<file path="config.mk">
export PLATFORM = sky130hd
export DESIGN_NAME = rgb_pixel_assembler_flat
export DESIGN_NICKNAME = d
export VERILOG_FILES = /design/src/rtl/rgb_pixel_assembler_pkg.sv /design/src/rtl/rgb_pixel_assembler_if.sv /design/src/rtl/pix_fifo.sv /design/src/rtl/rgb_pixel_assembler.sv /design/src/flat_wrapper.sv
export SDC_FILE = /design/constraint.sdc
export NUM_CORES = 1
export LEC_CHECK = 0
export CAP_MARGIN = 20
export CORE_MARGIN = 2
export CORE_UTILIZATION = 55
export CTS_CLUSTER_DIAMETER = 150
export DETAILED_ROUTE_END_ITERATION = 12
export GPL_ROUTABILITY_DRIVEN = 0
export PLACE_DENSITY = 0.77
export SKIP_CTS_REPAIR_TIMING = 1
export SYNTH_ARGS = -nofsm -noshare
export SYNTH_HDL_FRONTEND = slang
export SYNTH_SLANG_ARGS = --single-unit
</file>
<file path="constraint.sdc">
create_clock -name clk -period 10.4 [get_ports clk]
set_input_delay 2.6 -clock clk [delete_from_list [all_inputs] [get_ports clk]]
set_output_delay 2.6 -clock clk [all_outputs]
set_load 0.05 [all_outputs]
</file>
<file path="src/rtl/rgb_pixel_assembler_pkg.sv">
// Shared types for the RGB pixel assembler: luma coefficients, FSM states
// and the pixel record carried through the output FIFO.
package pix_pkg;

  localparam int LUMA_R = 77;
  localparam int LUMA_G = 150;
  localparam int LUMA_B = 29;

  // Coordinate widths of the stored record; the top refuses other geometries.
  localparam int REC_WIDTH  = 24;
  localparam int REC_HEIGHT = 24;
  localparam int REC_XW     = $clog2(REC_WIDTH);
  localparam int REC_YW     = $clog2(REC_HEIGHT);

  typedef enum logic [1:0] {
    IDLE,
    RUN,
    DONE
  } state_t;

  typedef struct packed {
    logic [23:0]       rgb;
    logic [7:0]        gray;
    logic [REC_XW-1:0] x;
    logic [REC_YW-1:0] y;
    logic              sof;
    logic              eol;
    logic              eof;
  } pix_rec_t;

  // Weights sum to 256, so a 16-bit unsigned accumulator never overflows.
  function automatic logic [7:0] luma(input logic [7:0] r, input logic [7:0] g,
                                      input logic [7:0] b);
    return 8'((16'(LUMA_R) * {8'd0, r} + 16'(LUMA_G) * {8'd0, g}
               + 16'(LUMA_B) * {8'd0, b}) >> 8);
  endfunction

endpackage

</file>
<file path="src/rtl/rgb_pixel_assembler_if.sv">
// Valid/ready pixel stream from the assembler to the processing pipeline.
interface rgb_pixel_assembler_if #(
  parameter int XW = 5,
  parameter int YW = 5
);
  logic          pix_valid;
  logic          pix_ready;
  logic [23:0]   pix_rgb;
  logic [7:0]    pix_gray;
  logic [XW-1:0] pix_x;
  logic [YW-1:0] pix_y;
  logic          pix_sof;
  logic          pix_eol;
  logic          pix_eof;

  modport master (
    output pix_valid, pix_rgb, pix_gray, pix_x, pix_y, pix_sof, pix_eol, pix_eof,
    input  pix_ready
  );

  modport slave (
    input  pix_valid, pix_rgb, pix_gray, pix_x, pix_y, pix_sof, pix_eol, pix_eof,
    output pix_ready
  );
endinterface

</file>
<file path="src/rtl/pix_fifo.sv">
// First-word-fall-through FIFO with synchronous flush; a push into a full
// FIFO is accepted only when a pop happens in the same cycle.
module pix_fifo #(
  parameter int DEPTH = 4,
  parameter int WIDTH = 8
) (
  input  logic             clk,
  input  logic             rst_n,
  input  logic             flush,
  input  logic             push,
  input  logic             pop,
  input  logic [WIDTH-1:0] din,
  output logic [WIDTH-1:0] dout,
  output logic             full,
  output logic             empty
);
  localparam int AW = (DEPTH > 1) ? $clog2(DEPTH) : 1;

  logic [WIDTH-1:0] mem [DEPTH];
  logic [AW-1:0]    wr_ptr_q, wr_ptr_d;
  logic [AW-1:0]    rd_ptr_q, rd_ptr_d;
  logic [AW:0]      count_q, count_d;
  logic             do_push;
  logic             do_pop;

  assign empty   = (count_q == '0);
  assign full    = (count_q == (AW+1)'(DEPTH));
  assign do_pop  = pop && !empty;
  assign do_push = push && (!full || do_pop);
  assign dout    = mem[rd_ptr_q];

  always_comb begin
    wr_ptr_d = wr_ptr_q;
    rd_ptr_d = rd_ptr_q;
    count_d  = count_q;
    if (flush) begin
      wr_ptr_d = '0;
      rd_ptr_d = '0;
      count_d  = '0;
    end else begin
      if (do_push) wr_ptr_d = wr_ptr_q + 1'b1;
      if (do_pop)  rd_ptr_d = rd_ptr_q + 1'b1;
      case ({do_push, do_pop})
        2'b10:   count_d = count_q + 1'b1;
        2'b01:   count_d = count_q - 1'b1;
        default: count_d = count_q;
      endcase
    end
  end

  always_ff @(posedge clk or negedge rst_n) begin
    if (!rst_n) begin
      wr_ptr_q <= '0;
      rd_ptr_q <= '0;
      count_q  <= '0;
    end else begin
      wr_ptr_q <= wr_ptr_d;
      rd_ptr_q <= rd_ptr_d;
      count_q  <= count_d;
    end
  end

  always_ff @(posedge clk) begin
    if (do_push && !flush) mem[wr_ptr_q] <= din;
  end

endmodule

</file>
<file path="src/rtl/rgb_pixel_assembler.sv">
// Groups image_loader's byte stream into RGB pixels with coordinates, luma and
// frame flags, and queues them for a valid/ready consumer.
module rgb_pixel_assembler
  import pix_pkg::*;
#(
  parameter int IMAGE_WIDTH  = 24,
  parameter int IMAGE_HEIGHT = 24,
  parameter int CHANNELS     = 3,
  parameter int ADDR_WIDTH   = 20,
  parameter int FIFO_DEPTH   = 4,
  parameter int XW           = $clog2(IMAGE_WIDTH),
  parameter int YW           = $clog2(IMAGE_HEIGHT)
) (
  input  logic                    clk,
  input  logic                    rst_n,
  input  logic                    start,
  input  logic [7:0]              pixel_data,
  input  logic [ADDR_WIDTH-1:0]   pixel_addr,
  input  logic                    pixel_we,
  rgb_pixel_assembler_if.master   pix,
  output logic                    busy,
  output logic                    frame_done,
  output logic                    overflow,
  output logic                    addr_err
);
  localparam int TOTAL_BYTES = IMAGE_WIDTH * IMAGE_HEIGHT * CHANNELS;
  localparam logic [XW-1:0] X_LAST = XW'(IMAGE_WIDTH - 1);
  localparam logic [YW-1:0] Y_LAST = YW'(IMAGE_HEIGHT - 1);

  if (CHANNELS != 3) begin : g_bad_channels
    $error("rgb_pixel_assembler: only CHANNELS=3 is supported");
  end
  if (FIFO_DEPTH < 2 || (FIFO_DEPTH & (FIFO_DEPTH - 1)) != 0) begin : g_bad_depth
    $error("rgb_pixel_assembler: FIFO_DEPTH must be a power of 2 and at least 2");
  end
  if (XW != REC_XW || YW != REC_YW) begin : g_bad_geometry
    $error("rgb_pixel_assembler: coordinate widths must match pix_pkg record");
  end

  state_t                state_q, state_d;
  logic [ADDR_WIDTH-1:0] exp_addr_q, exp_addr_d;
  logic [1:0]            ch_q, ch_d;
  logic [7:0]            r_q, r_d, g_q, g_d;
  logic [XW-1:0]         x_q, x_d;
  logic [YW-1:0]         y_q, y_d;
  logic                  asm_valid_q, asm_valid_d;
  logic [23:0]           asm_rgb_q, asm_rgb_d;
  logic [XW-1:0]         asm_x_q, asm_x_d;
  logic [YW-1:0]         asm_y_q, asm_y_d;
  logic                  asm_sof_q, asm_sof_d;
  logic                  asm_eol_q, asm_eol_d;
  logic                  asm_eof_q, asm_eof_d;
  logic                  overflow_q, overflow_d;
  logic                  addr_err_q, addr_err_d;
  pix_rec_t              hold_q, hold_d;

  pix_rec_t fifo_din, fifo_dout, pix_sel;
  logic     fifo_push, fifo_pop, fifo_full, fifo_empty;
  logic     we_run, addr_match, byte_ok, byte_bad, drop, eof_gone;

  // Gray is computed on the way into the FIFO, one edge after assembly.
  assign fifo_din = '{rgb: asm_rgb_q,
                      gray: luma(asm_rgb_q[23:16], asm_rgb_q[15:8], asm_rgb_q[7:0]),
                      x: asm_x_q, y: asm_y_q,
                      sof: asm_sof_q, eol: asm_eol_q, eof: asm_eof_q};

  assign fifo_push  = asm_valid_q;
  assign fifo_pop   = !fifo_empty && pix.pix_ready;
  assign drop       = asm_valid_q && fifo_full && !fifo_pop;
  assign eof_gone   = (fifo_pop && fifo_dout.eof) || (drop && asm_eof_q);

  assign we_run     = (state_q == RUN) && pixel_we && !start;
  assign addr_match = (exp_addr_q < ADDR_WIDTH'(TOTAL_BYTES)) && (pixel_addr == exp_addr_q);
  assign byte_ok    = we_run && addr_match;
  assign byte_bad   = we_run && !addr_match;

  pix_fifo #(
    .DEPTH(FIFO_DEPTH),
    .WIDTH($bits(pix_rec_t))
  ) u_fifo (
    .clk   (clk),
    .rst_n (rst_n),
    .flush (start),
    .push  (fifo_push),
    .pop   (fifo_pop),
    .din   (fifo_din),
    .dout  (fifo_dout),
    .full  (fifo_full),
    .empty (fifo_empty)
  );

  always_comb begin
    state_d     = state_q;
    exp_addr_d  = exp_addr_q;
    ch_d        = ch_q;
    r_d         = r_q;
    g_d         = g_q;
    x_d         = x_q;
    y_d         = y_q;
    asm_valid_d = 1'b0;
    asm_rgb_d   = asm_rgb_q;
    asm_x_d     = asm_x_q;
    asm_y_d     = asm_y_q;
    asm_sof_d   = asm_sof_q;
    asm_eol_d   = asm_eol_q;
    asm_eof_d   = asm_eof_q;
    overflow_d  = overflow_q;
    addr_err_d  = addr_err_q;
    hold_d      = fifo_pop ? fifo_dout : hold_q;

    if (start) begin
      state_d    = RUN;
      exp_addr_d = '0;
      ch_d       = '0;
      x_d        = '0;
      y_d        = '0;
      overflow_d = 1'b0;
      addr_err_d = 1'b0;
    end else begin
      if (byte_ok) begin
        exp_addr_d = exp_addr_q + 1'b1;
        if (ch_q == 2'd0) r_d = pixel_data;
        if (ch_q == 2'd1) g_d = pixel_data;
        if (ch_q == 2'd2) begin
          ch_d        = '0;
          asm_valid_d = 1'b1;
          asm_rgb_d   = {r_q, g_q, pixel_data};
          asm_x_d     = x_q;
          asm_y_d     = y_q;
          asm_sof_d   = (x_q == '0) && (y_q == '0);
          asm_eol_d   = (x_q == X_LAST);
          asm_eof_d   = (x_q == X_LAST) && (y_q == Y_LAST);
          if (x_q == X_LAST) begin
            x_d = '0;
            y_d = (y_q == Y_LAST) ? '0 : y_q + 1'b1;
          end else begin
            x_d = x_q + 1'b1;
          end
        end else begin
          ch_d = ch_q + 1'b1;
        end
      end
      if (byte_bad) addr_err_d = 1'b1;
      if (drop)     overflow_d = 1'b1;
      if (state_q == RUN && eof_gone) state_d = DONE;
    end
  end

  always_ff @(posedge clk or negedge rst_n) begin
    if (!rst_n) begin
      state_q     <= IDLE;
      exp_addr_q  <= '0;
      ch_q        <= '0;
      r_q         <= '0;
      g_q         <= '0;
      x_q         <= '0;
      y_q         <= '0;
      asm_valid_q <= 1'b0;
      asm_rgb_q   <= '0;
      asm_x_q     <= '0;
      asm_y_q     <= '0;
      asm_sof_q   <= 1'b0;
      asm_eol_q   <= 1'b0;
      asm_eof_q   <= 1'b0;
      overflow_q  <= 1'b0;
      addr_err_q  <= 1'b0;
      hold_q      <= '0;
    end else begin
      state_q     <= state_d;
      exp_addr_q  <= exp_addr_d;
      ch_q        <= ch_d;
      r_q         <= r_d;
      g_q         <= g_d;
      x_q         <= x_d;
      y_q         <= y_d;
      asm_valid_q <= asm_valid_d;
      asm_rgb_q   <= asm_rgb_d;
      asm_x_q     <= asm_x_d;
      asm_y_q     <= asm_y_d;
      asm_sof_q   <= asm_sof_d;
      asm_eol_q   <= asm_eol_d;
      asm_eof_q   <= asm_eof_d;
      overflow_q  <= overflow_d;
      addr_err_q  <= addr_err_d;
      hold_q      <= hold_d;
    end
  end

  // With the FIFO empty the fields keep showing the last transferred pixel.
  assign pix_sel       = fifo_empty ? hold_q : fifo_dout;
  assign pix.pix_valid = !fifo_empty;
  assign pix.pix_rgb   = pix_sel.rgb;
  assign pix.pix_gray  = pix_sel.gray;
  assign pix.pix_x     = pix_sel.x;
  assign pix.pix_y     = pix_sel.y;
  assign pix.pix_sof   = pix_sel.sof;
  assign pix.pix_eol   = pix_sel.eol;
  assign pix.pix_eof   = pix_sel.eof;

  assign busy       = (state_q == RUN);
  assign frame_done = (state_q == DONE);
  assign overflow   = overflow_q;
  assign addr_err   = addr_err_q;

endmodule

</file>
<file path="src/flat_wrapper.sv">
// flat-port wrapper written by rule: the top's interface ports become plain ports
module rgb_pixel_assembler_flat import pix_pkg::*;
#(
  parameter int IMAGE_WIDTH  = 24,
  parameter int IMAGE_HEIGHT = 24,
  parameter int CHANNELS     = 3,
  parameter int ADDR_WIDTH   = 20,
  parameter int FIFO_DEPTH   = 4,
  parameter int XW           = $clog2(IMAGE_WIDTH),
  parameter int YW           = $clog2(IMAGE_HEIGHT)
)
  (clk, rst_n, start, pixel_data, pixel_addr, pixel_we, busy, frame_done, overflow, addr_err, pix_pix_valid, pix_pix_rgb, pix_pix_gray, pix_pix_x, pix_pix_y, pix_pix_sof, pix_pix_eol, pix_pix_eof, pix_pix_ready);
  rgb_pixel_assembler_if #(.XW(XW), .YW(YW)) pix_i ();
  input  logic clk;
  input  logic rst_n;
  input  logic start;
  input  logic [7:0] pixel_data;
  input  logic [ADDR_WIDTH-1:0] pixel_addr;
  input  logic pixel_we;
  output logic busy;
  output logic frame_done;
  output logic overflow;
  output logic addr_err;
  output wire logic [$bits(pix_i.pix_valid)-1:0] pix_pix_valid;
  output wire logic [$bits(pix_i.pix_rgb)-1:0] pix_pix_rgb;
  output wire logic [$bits(pix_i.pix_gray)-1:0] pix_pix_gray;
  output wire logic [$bits(pix_i.pix_x)-1:0] pix_pix_x;
  output wire logic [$bits(pix_i.pix_y)-1:0] pix_pix_y;
  output wire logic [$bits(pix_i.pix_sof)-1:0] pix_pix_sof;
  output wire logic [$bits(pix_i.pix_eol)-1:0] pix_pix_eol;
  output wire logic [$bits(pix_i.pix_eof)-1:0] pix_pix_eof;
  input wire logic [$bits(pix_i.pix_ready)-1:0] pix_pix_ready;
  assign pix_pix_valid = pix_i.pix_valid;
  assign pix_pix_rgb = pix_i.pix_rgb;
  assign pix_pix_gray = pix_i.pix_gray;
  assign pix_pix_x = pix_i.pix_x;
  assign pix_pix_y = pix_i.pix_y;
  assign pix_pix_sof = pix_i.pix_sof;
  assign pix_pix_eol = pix_i.pix_eol;
  assign pix_pix_eof = pix_i.pix_eof;
  assign pix_i.pix_ready = pix_pix_ready;
  rgb_pixel_assembler #(.IMAGE_WIDTH(IMAGE_WIDTH), .IMAGE_HEIGHT(IMAGE_HEIGHT), .CHANNELS(CHANNELS), .ADDR_WIDTH(ADDR_WIDTH), .FIFO_DEPTH(FIFO_DEPTH), .XW(XW), .YW(YW)) u_core (.clk(clk), .rst_n(rst_n), .start(start), .pixel_data(pixel_data), .pixel_addr(pixel_addr), .pixel_we(pixel_we), .pix(pix_i), .busy(busy), .frame_done(frame_done), .overflow(overflow), .addr_err(addr_err));
endmodule
</file>
==> out/summary.md, run 1 <==
The run finished with clean final reports. The mean number of vias per cell works out to 5.54. The critical path is of the flop to flop type. The placed instances occupy a cell area of 0.0172 mm2.

The hold-critical path endpoint is u_core.asm_rgb_q[22]. The synthesized net count is 1,390. The startpoint class of the critical path is a flop.

The highest net fanout along the worst path was 9. The critical path arrival was 7.00 ns. The tools report the final global-route overflow total as 0. The tools report the category of the worst setup path capture point as a flop. The tightest min-delay check is of the flop to flop type. CTS saw 322 sinks. The fmax is 149 MHz. The number of antenna violations at the first check in global routing came out at 0. Among all flip-flop cells after synthesis, the most frequent one is edfxtp_1.

The worst register-to-register path ends at u_core.u_fifo.mem[0][20]. The initial core utilization is 0.558. 0 antenna diodes ended up in the layout. The cell depth of the worst hold path is 2. Dividing total power by cell area gives a power density of 144 mW/mm2. The die covers 0.0304 mm2.

The count of buffers added on input and output ports is 82. For the count of final hold-check violations, the log shows 0. For the worst flop-to-flop path, the logic depth is 22.

Synthesis produced 1,208 cells. The logs give 9,953 for the number of global-route vias before repair and 0.561 for the post-synthesis sequential area ratio. The Yosys step of the flow raised 0 warnings. The first global-routing pass estimated 53,200 um of wire. For the worst setup skew after layout, the log shows 0.0199 ns. Dividing the detail-routed wire length by the instance count gives 19.1 um.

Entering global routing, the biggest net connects 78 pins. The number of CTS-inserted buffers is 35. The tools report the worst reg2reg path startpoint as u_core.asm_rgb_q[12]. The final-report max-slew violation count was 0; the share of flip-flops with an asynchronous set or reset was 0.441.

For the total iterations of the first detailed-routing run, the log shows 5. The worst ir drop on vdd was 0.119 mV. CTS placed an instance of clkbuf_16 at the clock tree root. The shortest clock period the worst path allows after layout was 6.70 ns. In the layout the commonest cells are nand2_1 (237), edfxtp_1 (180), dfrtp_1 (140). The final worst-path cycle share was 0.644; the reported leakage power was 8.20 nW. For the initial detailed-routing violation count, the log shows 710.

TritonCTS built the clock tree. Summed over all failing endpoints, the final setup total negative slack is 0 ns. The floorplan has 62 rows. After floorplanning, the core was sized to cover 0.0286 mm2. After detailed routing, the total wire length is 32,600 um. In this run, distinct cell masters in the synthesized netlist total 47. The wire-length estimate of the detail-placed layout is 21,300 um. Setup repair after global routing left no endpoint under its margin.

The synthesized design contains 180 enable-type register cells. The share of final-layout standard cells stronger than drive strength 1 came out at 0.143. For this run, design rule violations remaining after detail routing come to 0. The cell area after layout is 0.0184 mm2, and the total routing usage reported by global routing is 0.224. The most common cell after layout, fill and taps aside is nand2_1. The total of max-cap violations is 0, and the chip height is 174 um. Setup violations remaining at the end of the flow were counted as 0.

For the pin with the worst max-slew slack, the measured transition is 1.05 ns. Relative to the synthesized area, the layout overhead comes to 15.2%. Mean instance size in the synthesized netlist: 13.2 um2.

For flop-to-flop paths, the worst setup slack is 3.70 ns. The number of storage elements in the synthesis netlist was 322. For the headroom to the max-slew limit, the log shows 0.295.

The run gives 83 as the number of placed I/O pins. The logs give 0 for the count of nets left with antenna violations after detail routing and 1,481 for the number of nets at the end of the flow. The die is 174 um wide. The logs give 2 for the number of H-tree levels and 0.52 ns for the clock latency on the worst-skew pair. The design draws 2.65 mW.

The final worst hold slack was 0.460 ns. The tools report the share of the core filled with cells in the final layout as 0.642. The tools report the startpoint of the tightest hold check path as u_core.r_q[6]. The run gives 0.0160 mm2 as the post-synth design cell area. The number of buffers between clock root and the deepest sink was 3. For this block, the via count after detailed routing is 9,463.

For the worst setup path, the data required time is 10.70 ns. After clock tree synthesis, the clock-pin slew on the worst setup and hold paths is 0.06 ns.
==> cells by family (layout without fill, tap and decap cells) <==
group / after synthesis / count (layout) / share of synthesized area
and+or+nand+nor: 355 / 355 / 0.0964
DFF: 322 / 322 / 0.561
adders and majority gates: 149 / 149 / 0.143
buffers and inverters: 149 / 266 / 0.0358
muxes: 110 / 110 / 0.109
AOI/OAI and AO/OA: 81 / 81 / 0.0310
xor gates and xnor gates: 42 / 42 / 0.0230
==> how the worst max path moves through the flow <==
stage | from | to | slack (ns) | depth (start not counted)
2_1_floorplan | u_core.asm_rgb_q[12] | u_core.u_fifo.mem[0][19] | 4.22 | 22
3_3_place_gp | u_core.asm_rgb_q[12] | u_core.u_fifo.mem[0][19] | 3.97 | 22
3_5_place_dp | u_core.asm_rgb_q[12] | u_core.u_fifo.mem[0][19] | 3.74 | 22
4_1_cts | u_core.asm_rgb_q[12] | u_core.u_fifo.mem[0][19] | 3.71 | 22
5_1_grt | u_core.asm_rgb_q[12] | u_core.u_fifo.mem[0][19] | 3.34 | 22
6_report | u_core.asm_rgb_q[12] | u_core.u_fifo.mem[0][20] | 3.70 | 22
==> critical path, stage by stage (launching register included) <==
cell      delay, ns
dfrtp_1        0.48
ha_1           0.33
ha_1           0.28
inv_1          0.05
fa_1           0.50
fa_1           0.52
inv_1          0.04
ha_1           0.34
xnor2_1        0.22
fa_1           0.46
fa_1           0.51
inv_1          0.05
fa_1           0.47
fa_1           0.54
inv_1          0.04
ha_1           0.33
o21ai_0        0.23
nand2b_1       0.10
a21oi_1        0.25
a211oi_1       0.11
o22ai_1        0.22
xnor2_1        0.11
xnor2_1        0.30
==> metal layers <==
layer  GRT usage  share of wire  up-vias
met5           0              0        -
met1       0.315           0.44     4824
met2       0.376           0.50      212
li1            -              -     4368
met4      0.0557          0.020        0
met3      0.0282          0.038       59
==> metrics by stage <==
| stage | instances | setup slack (ns) |
|---|---|---|
| after CTS | 1709 | 3.71 |
| after global placement | 1646 | 3.97 |
| after global routing | 1709 | 3.34 |
| after floorplan | 1208 | 4.22 |
| after detailed placement | 1646 | 3.74 |
| final | 1709 | 3.70 |
==> sequential cells by signal (all words and copies together), names as in the netlist, 2 cells and up <==
signal                  cells
u_core.asm_rgb_q           24
u_core.u_fifo.rd_ptr_q      2
u_core.u_fifo.count_q       3
u_core.asm_y_q              5
u_core.u_fifo.wr_ptr_q      2
u_core.x_q                  5
u_core.exp_addr_q          20
u_core.ch_q                 2
u_core.asm_x_q              5
u_core.u_fifo.mem         180
u_core.hold_q              45
u_core.r_q                  8
u_core.y_q                  5
u_core.g_q                  8
u_core.state_q              2
==> area by class of cell <==
| class | instances | area (um2) |
|---|---|---|
| clock buffer | 41 | 898 |
| clock inverter | 22 | 287 |
| fill | 2055 | 10200 |
| inverter | 109 | 409 |
| multi-input combinational | 737 | 6440 |
| sequential | 322 | 8960 |
| tap | 384 | 480 |
| timing repair buffer | 94 | 912 |
==> power by group <==
group          switching, mW  leakage (nW)  total [mW]  internal (mW)
Clock                  0.502         0.577        1.28          0.776
Sequential          0.000146          3.81        1.34           1.34
Combinational         0.0212          3.81      0.0355         0.0143
==> synth_stat cells, drive strengths merged, types with 25 or more instances <==
cell	count	area share
nand2	238	0.056
edfxtp	180	0.34
dfrtp	142	0.22
inv	109	0.026
ha	93	0.073
mux2	62	0.044
fa	56	0.070
mux4	45	0.064
nor2	38	0.0091
xnor2	31	0.017
o21ai	27	0.0085
clkbuf	25	0.0059
Power figures use the tool's default switching activity.
==> inputs of run 2 (changes only) <==
==> constraint.sdc (replaced) <==
create_clock -name clk -period 7 [get_ports clk]
set_input_delay 1.75 -clock clk [delete_from_list [all_inputs] [get_ports clk]]
set_output_delay 1.75 -clock clk [all_outputs]
set_load 0.05 [all_outputs]
==> run 2 against run 1 <==
  * Non-clock buffer count is 4 higher
  * Total power grew 43%
  * Die area stayed put
  * Clock-buffer cell count up 9
  * Combinational power is 53% higher
  * Wire length decreased by 0.52%
  * Sequential share of layout area rose by 0.086 points
  * Cell area is 0.18% lower
  * Clock skew is 0.0090 ns lower
  * Critical endpoint is now u_core.u_fifo.mem[1][19]
==> out/summary.md, run 2 (same netlist as run 1, synthesis figures left out) <==
The flow ran to the end, and the final reports show no timing, DRC or antenna violations. The run gives 5 (unchanged) as the total iterations of the first detailed-routing run. The reported leakage power is 8.19 nW (about the same). The number of antenna violations at the first check in global routing is 0 (unchanged).

For the initial detailed-routing violation count, the log shows 741 (+4.4%). Count of nets left with antenna violations after detail routing: 0 (unchanged). The number of CTS-inserted buffers is 34 (-2.9%). The count of input and output buffers was 82 (unchanged). The worst hold-check path type is flop to flop. The register bank with the most flops was u_core.u_fifo.mem. The critical path arrival was 6.86 ns (-0.14 ns). The logs give 10,054 (+1.0%) for the number of global-route vias before repair and 21,200 um (-0.58%) for the detailed placement HPWL. Total of max-cap violations: 0 (unchanged). The mean number of vias per cell was 5.58 (+0.76%). The final worst-path cycle share came out at 0.944 (+0.300).

For the TritonCTS sink count, the log shows 322 (unchanged). Worst path required time: 7.25 ns (-3.45 ns). The clock transition at the registers of the reported paths was 0.06 ns (about the same). The logs give 0.393 ns (-3.31 ns) for the final setup slack of the worst path and 53,000 um (-0.40%) for the wire length of the first global-routing pass. The core area was 0.0286 mm2 (unchanged).

The accumulated negative setup slack is 0 ns (unchanged). The library cells used most frequently in the layout, excluding fill and tap cells, are nand2_1 (237), edfxtp_1 (180), dfrtp_1 (140). Setup violation total in the final timing report: 0 (unchanged). The logs give 96 (+23%) for the largest net degree at the start of global routing and 0.223 (-0.000663) for the total routing usage reported by global routing.

The number of H-tree levels is 2 (unchanged), and the number of antenna cells inserted is 0 (unchanged). The ratio of total power to cell area came out at 206 mW/mm2 (+43%). The highest net fanout along the worst path was 9 (unchanged); the count of final hold-check violations was 0 (unchanged). The run gives 0.201 mV (+68%) as the worst ir drop on vdd.

The final global-route overflow total was 0 (unchanged); the die width was 174 um (unchanged). The fmax came out at 151 MHz (+1.4%). The share of final-layout standard cells stronger than drive strength 1 was 0.142 (-0.00108); the flip-flop count of the largest register after layout was 180 (unchanged).

Category of the worst setup path capture point: a flop. The pre-CTS worst setup slack came out at 0.404 ns (-3.34 ns). The tools report the number of placed I/O pins as 83 (unchanged).

The clock latency on the worst-skew pair is 0.52 ns (about the same). TritonCTS built the clock tree. The area of the die came out at 0.0304 mm2 (unchanged). The slew at the pin closest to its max-slew limit came out at 0.923 ns (-0.131 ns). Initial core utilization: 0.558 (unchanged).

STA classifies the critical path startpoint as a flop. In the final layout, the registers with the most flip-flops are u_core.u_fifo.mem x180, u_core.hold_q x45, u_core.asm_rgb_q x24. The shortest clock period the worst path allows after layout was 6.61 ns (-0.0928 ns). Setup repair after global routing left no endpoint under its margin.

The tools report the clock root buffer master as clkbuf_16. The run gives 32,400 um (-0.52%) as the final routed wirelength across all metal layers. Number of buffers between clock root and the deepest sink: 3 (unchanged). The DRC violation count after routing came out at 0 (unchanged). The critical path is of the flop to flop type. The worst setup skew after layout was 0.0109 ns (-0.00900 ns). Number of filler cells placed in the layout: 2,052 (-0.15%). The total number of vias is 9,552 (+0.94%), and the count of standard-cell rows is 62 (unchanged). The chip height is 174 um (unchanged), and the routed length per placed instance is 18.9 um (-0.69%).

The logs give 0 (unchanged) for the final-report max-slew violation count and 1,484 (+0.20%) for the number of nets at the end of the flow. The headroom to the max-slew limit is 0.377 (+0.0816), and the area added between synthesis and finish is 15.0%. Leaving out fill and tap cells, the most frequent cell in the layout is nand2_1.
[run 2: changes by cell type in the layout (fill, tap and decap cells not counted), moves of 2 or more]
cell	before	now
clkbuf_1	6	13
bufinv_16	6	2
clkinvlp_4	2	0
clkbuf_8	0	2
buf_4	12	14
inv_6	3	1
clkinv_1	4	2
[run 2: final timing paths]
| check | cells past startpoint | to | startpoint | slack, ns |
|---|---|---|---|---|
| setup / recovery | 22 | u_core.u_fifo.mem[1][19] | u_core.asm_rgb_q[12] | 0.39 |
| setup reg to reg | 22 | u_core.u_fifo.mem[1][19] | u_core.asm_rgb_q[12] | 0.39 |
| hold / removal | 2 | u_core.asm_rgb_q[18] | u_core.r_q[2] | 0.46 |
| min in group asynchronous | 1 | u_core.exp_addr_q[11] | rst_n | 1.33 |
| max in group asynchronous | 2 | u_core.hold_q[43] | rst_n | 4.52 |
| hold reg to reg | 2 | u_core.asm_rgb_q[18] | u_core.r_q[2] | 0.46 |
[run 2: report_power, final]
part | internal [mW] | switching (mW) | leakage [nW]
Clock | 1.03 | 0.717 | 0.530
Combinational | 0.0227 | 0.0317 | 3.85
Sequential | 1.99 | 0.000299 | 3.81
Total | 3.04 | 0.749 | 8.19
[run 2: per-stage QoR]
stage	util	instance area [um2]	instances	hold slack, ns	total power [mW]
2_1_floorplan	-	16000	1208	0.433	2.04
3_3_place_gp	0.601	17200	1648	0.444	2.08
3_5_place_dp	0.601	17200	1648	0.453	2.08
4_1_cts	0.639	18300	1710	0.470	3.82
5_1_grt	0.641	18400	1712	0.495	3.90
6_report	0.641	18400	1712	0.463	3.79
[run 2: cell type report]
class / instances / area, um2 / share of cell area
clock buffer: 50 / 952 / 0.0519
clock inverter: 12 / 130 / 0.00709
inverter: 109 / 409 / 0.0223
multi-input combinational: 737 / 6450 / 0.351
sequential: 322 / 8960 / 0.488
tap: 384 / 480 / 0.0262
timing repair buffer: 98 / 975 / 0.0531
[run 2: worst max-delay path, cell delays in order (launching register included)]
cell,delay (ns)
dfrtp_1,0.51
ha_1,0.35
ha_1,0.27
inv_1,0.05
fa_1,0.49
fa_1,0.51
inv_1,0.04
ha_1,0.34
xnor2_1,0.21
fa_1,0.46
fa_1,0.51
inv_1,0.05
fa_1,0.46
fa_1,0.54
inv_1,0.04
ha_1,0.33
o21ai_1,0.22
nand2b_1,0.09
a21oi_1,0.20
a211oi_1,0.08
nand2b_1,0.22
a21oi_1,0.22
xnor2_1,0.14
[run 2: routing by layer]
layer | up-vias | track usage | wire (um)
li1 | 4376 | - | -
met1 | 4890 | 0.306 | 14100
met2 | 239 | 0.376 | 16100
met3 | 47 | 0.0291 | 1540
met4 | 0 | 0.0679 | 717
met5 | - | 0 | 0
==> inputs of run 3 (changes only) <==
--- a/config.mk
+++ b/config.mk
@@ -8,9 +8,9 @@
 export CAP_MARGIN = 20
 export CORE_MARGIN = 2
 export CORE_UTILIZATION = 55
+export CTS_BUF_LIST = sky130_fd_sc_hd__clkbuf_8
 export CTS_CLUSTER_DIAMETER = 150
 export DETAILED_ROUTE_END_ITERATION = 12
-export GPL_ROUTABILITY_DRIVEN = 0
 export PLACE_DENSITY = 0.77
 export SKIP_CTS_REPAIR_TIMING = 1
 export SYNTH_ARGS = -nofsm -noshare
==> run 3 against run 2 <==
  * Maximum frequency shrank 0.63%
  * Sequential share of layout area rose by 0.36 points
  * Cell area decreased by 0.72%
  * Clock-buffer cell count up 6
  * Global-route usage fell by 0.58 points
  * Non-clock buffer count stayed put
  * Critical path depth stayed put
  * Via count down 0.44%
  * Flip-flop and latch count unchanged
  * Combinational power down 2%
  * Total power down 7.1%
==> out/summary.md, run 3 (same netlist as run 1, synthesis figures left out) <==
The run gives 10,117 (+0.63%) as the number of global-route vias before repair. The type of the setup path with the least slack is flop to flop. The worst setup skew after layout is 0.0172 ns (+0.00629 ns). Final setup slack of the worst path: 0.351 ns (-0.0416 ns).

The logs give 2,088 (+1.8%) for the number of filler cells placed in the layout and 0 (unchanged) for the count of nets left with antenna violations after detail routing. The logs give 0 (unchanged) for the setup violation total in the final timing report and 3 (unchanged) for the number of buffers between clock root and the deepest sink. The die width was 174 um (unchanged); the pre-CTS worst setup slack was 0.404 ns (unchanged). For the clock latency on the worst-skew pair, the log shows 0.56 ns (+0.04 ns). The tightest min-delay check is of the flop to flop type. The headroom to the max-slew limit is 0.368 (-0.00897), and the cell count after placement is 1,648 (unchanged).

In the final layout, the registers with the most flip-flops are u_core.u_fifo.mem x180, u_core.hold_q x45, u_core.asm_rgb_q x24. The tools report the detailed placement HPWL as 21,200 um (unchanged). For the number of H-tree levels, the log shows 2 (unchanged). The share of final-layout standard cells stronger than drive strength 1 was 0.151 (+0.00906); the mean number of vias per cell was 5.45 (-2.3%). The clock transition at the registers of the reported paths is 0.06 ns (about the same), and the TritonCTS sink count is 322 (unchanged). The number of antenna violations at the first check in global routing was 0 (unchanged). The count of input and output buffers was 82 (unchanged); the count of final hold-check violations was 0 (unchanged). The logs give 6.90 ns (+0.04 ns) for the critical path arrival and 7.25 ns (about the same) for the worst path required time. The final worst-path cycle share is 0.950 (+0.00594). The register bank with the most flops is u_core.u_fifo.mem. The run gives 150 MHz (-0.63%) as the fmax. The tools report the category of the worst setup path capture point as a flop.

For the accumulated negative setup slack, the log shows 0 ns (unchanged). The library cell used most frequently in the layout, excluding fill and tap cells, is nand2_1. The area growth from synthesis to layout is 14.2%. TritonCTS built the clock tree.

The wire length of the first global-routing pass is 51,900 um (-2.0%). The tools report the clock root buffer master as clkbuf_8. The logs give 0 (unchanged) for the total of max-cap violations and 0.464 ns (+0.000634 ns) for the final worst hold slack. The count of standard-cell rows is 62 (unchanged). The routed length per placed instance was 18.0 um (-4.9%); the final routed wirelength across all metal layers was 31,400 um (-3.1%). Ratio of total power to cell area: 193 mW/mm2 (-6.4%).

For the number of nets at the end of the flow, the log shows 1,501 (+1.1%). STA classifies the critical path startpoint as a flop. For the met3 demand-to-capacity share in global routing, the log shows 0.0378 (+0.00875). The combined area of the multi-input logic cells is 0.00644 mm2 (-0.12%). The total iterations of the first detailed-routing run was 4 (-1); the reported leakage power was 8.23 nW (+0.45%). DRC violation count after routing: 0 (unchanged).

The flow ran to the end, and the final reports show no timing, DRC or antenna violations. The total number of vias was 9,510 (-0.44%); the chip height was 174 um (unchanged). For the share of the core filled with cells in the final layout, the log shows 0.637 (-0.00463). Setup repair after global routing left no endpoint under its margin.

The top cell types in the final layout, fill and taps aside, are nand2_1 (237), edfxtp_1 (180), dfrtp_1 (140). Final instance count without filler cells: 1,745 (+1.9%). The cell area after layout is 0.0182 mm2 (-0.72%), and the final estimated routing congestion in global placement is 0.845. The run gives 0.0286 mm2 (unchanged) as the core area.

The logs give 0.295 (-0.0111) for the met1 usage in global routing and 0 (unchanged) for the final global-route overflow total. The sequential cell area in the final layout was 0.00896 mm2 (unchanged); the total routing usage reported by global routing was 0.218 (-0.00576). The area of the die was 0.0304 mm2 (unchanged); the slew at the pin closest to its max-slew limit was 0.948 ns (+0.0255 ns). For the largest net degree at the start of global routing, the log shows 96 (unchanged). The tools report the number of CTS-inserted buffers as 51 (+50%). For the post-detailed-placement cell area, the log shows 0.0172 mm2 (unchanged).

The initial detailed-routing violation count was 676 (-8.8%); the worst ir drop on vdd was 0.117 mV (-42%). The shortest clock period the worst path allows after layout works out to 6.65 ns (+0.0416 ns). The total design power is 3.52 mW (-7.1%). The number of placed I/O pins was 83 (unchanged). The final-report max-slew violation count came out at 0 (unchanged). The highest-utilization routing layer at the global route stage is met2. For the met2 routing resource usage after global routing, the log shows 0.365 (-0.0114). The initial core utilization is 0.558 (unchanged), and the highest net fanout along the worst path is 9 (unchanged). Number of antenna cells inserted: 0 (unchanged). The flip-flop count of the largest register after layout is 180 (unchanged).
==> run 3: worst paths after layout <==
| kind | startpoint | endpoint | slack [ns] | cells after the start |
|---|---|---|---|---|
| max | u_core.asm_rgb_q[12] | u_core.u_fifo.mem[2][20] | 0.35 | 22 |
| min | u_core.r_q[3] | u_core.asm_rgb_q[19] | 0.46 | 2 |
| max reg2reg | u_core.asm_rgb_q[12] | u_core.u_fifo.mem[2][20] | 0.35 | 22 |
| min reg2reg | u_core.r_q[3] | u_core.asm_rgb_q[19] | 0.46 | 2 |
| max in group asynchronous | rst_n | u_core.hold_q[43] | 4.56 | 2 |
| min in group asynchronous | rst_n | u_core.asm_y_q[0] | 1.27 | 1 |
==> run 3: per-layer routing <==
layer | wire length [um] | vias to the layer above | part of all wire
met5 | 0 | - | 0
met4 | 562 | 0 | 0.018
met3 | 1510 | 49 | 0.048
met2 | 15500 | 217 | 0.49
met1 | 13800 | 4835 | 0.44
li1 | - | 4409 | -
==> run 3: worst max-delay path, stage by stage (launching register included) <==
cell,delay (ns)
dfrtp_1,0.50
ha_1,0.35
ha_1,0.27
inv_1,0.05
fa_1,0.49
fa_1,0.51
inv_1,0.04
ha_1,0.34
xnor2_1,0.21
fa_1,0.46
fa_1,0.51
inv_1,0.05
fa_1,0.46
fa_1,0.54
inv_1,0.04
ha_1,0.32
o21ai_0,0.31
nand2b_1,0.10
a21oi_1,0.21
a211oi_1,0.08
o22ai_1,0.20
xnor2_1,0.16
xnor2_1,0.14
==> run 3: area by class of cell <==
cell class,count,share of cell area
timing repair buffer,98,0.0528
clock buffer,56,0.0423
tap,384,0.0264
clock inverter,39,0.0109
multi-input combinational,737,0.353
sequential,322,0.492
inverter,109,0.0225
==> run 3: power by group <==
| group | leakage, nW | switching (mW) | internal, mW |
|---|---|---|---|
| combinational | 3.84 | 0.0315 | 0.0219 |
| sequential | 3.81 | 0.000242 | 1.99 |
| clock | 0.577 | 0.703 | 0.775 |
| total | 8.23 | 0.734 | 2.79 |
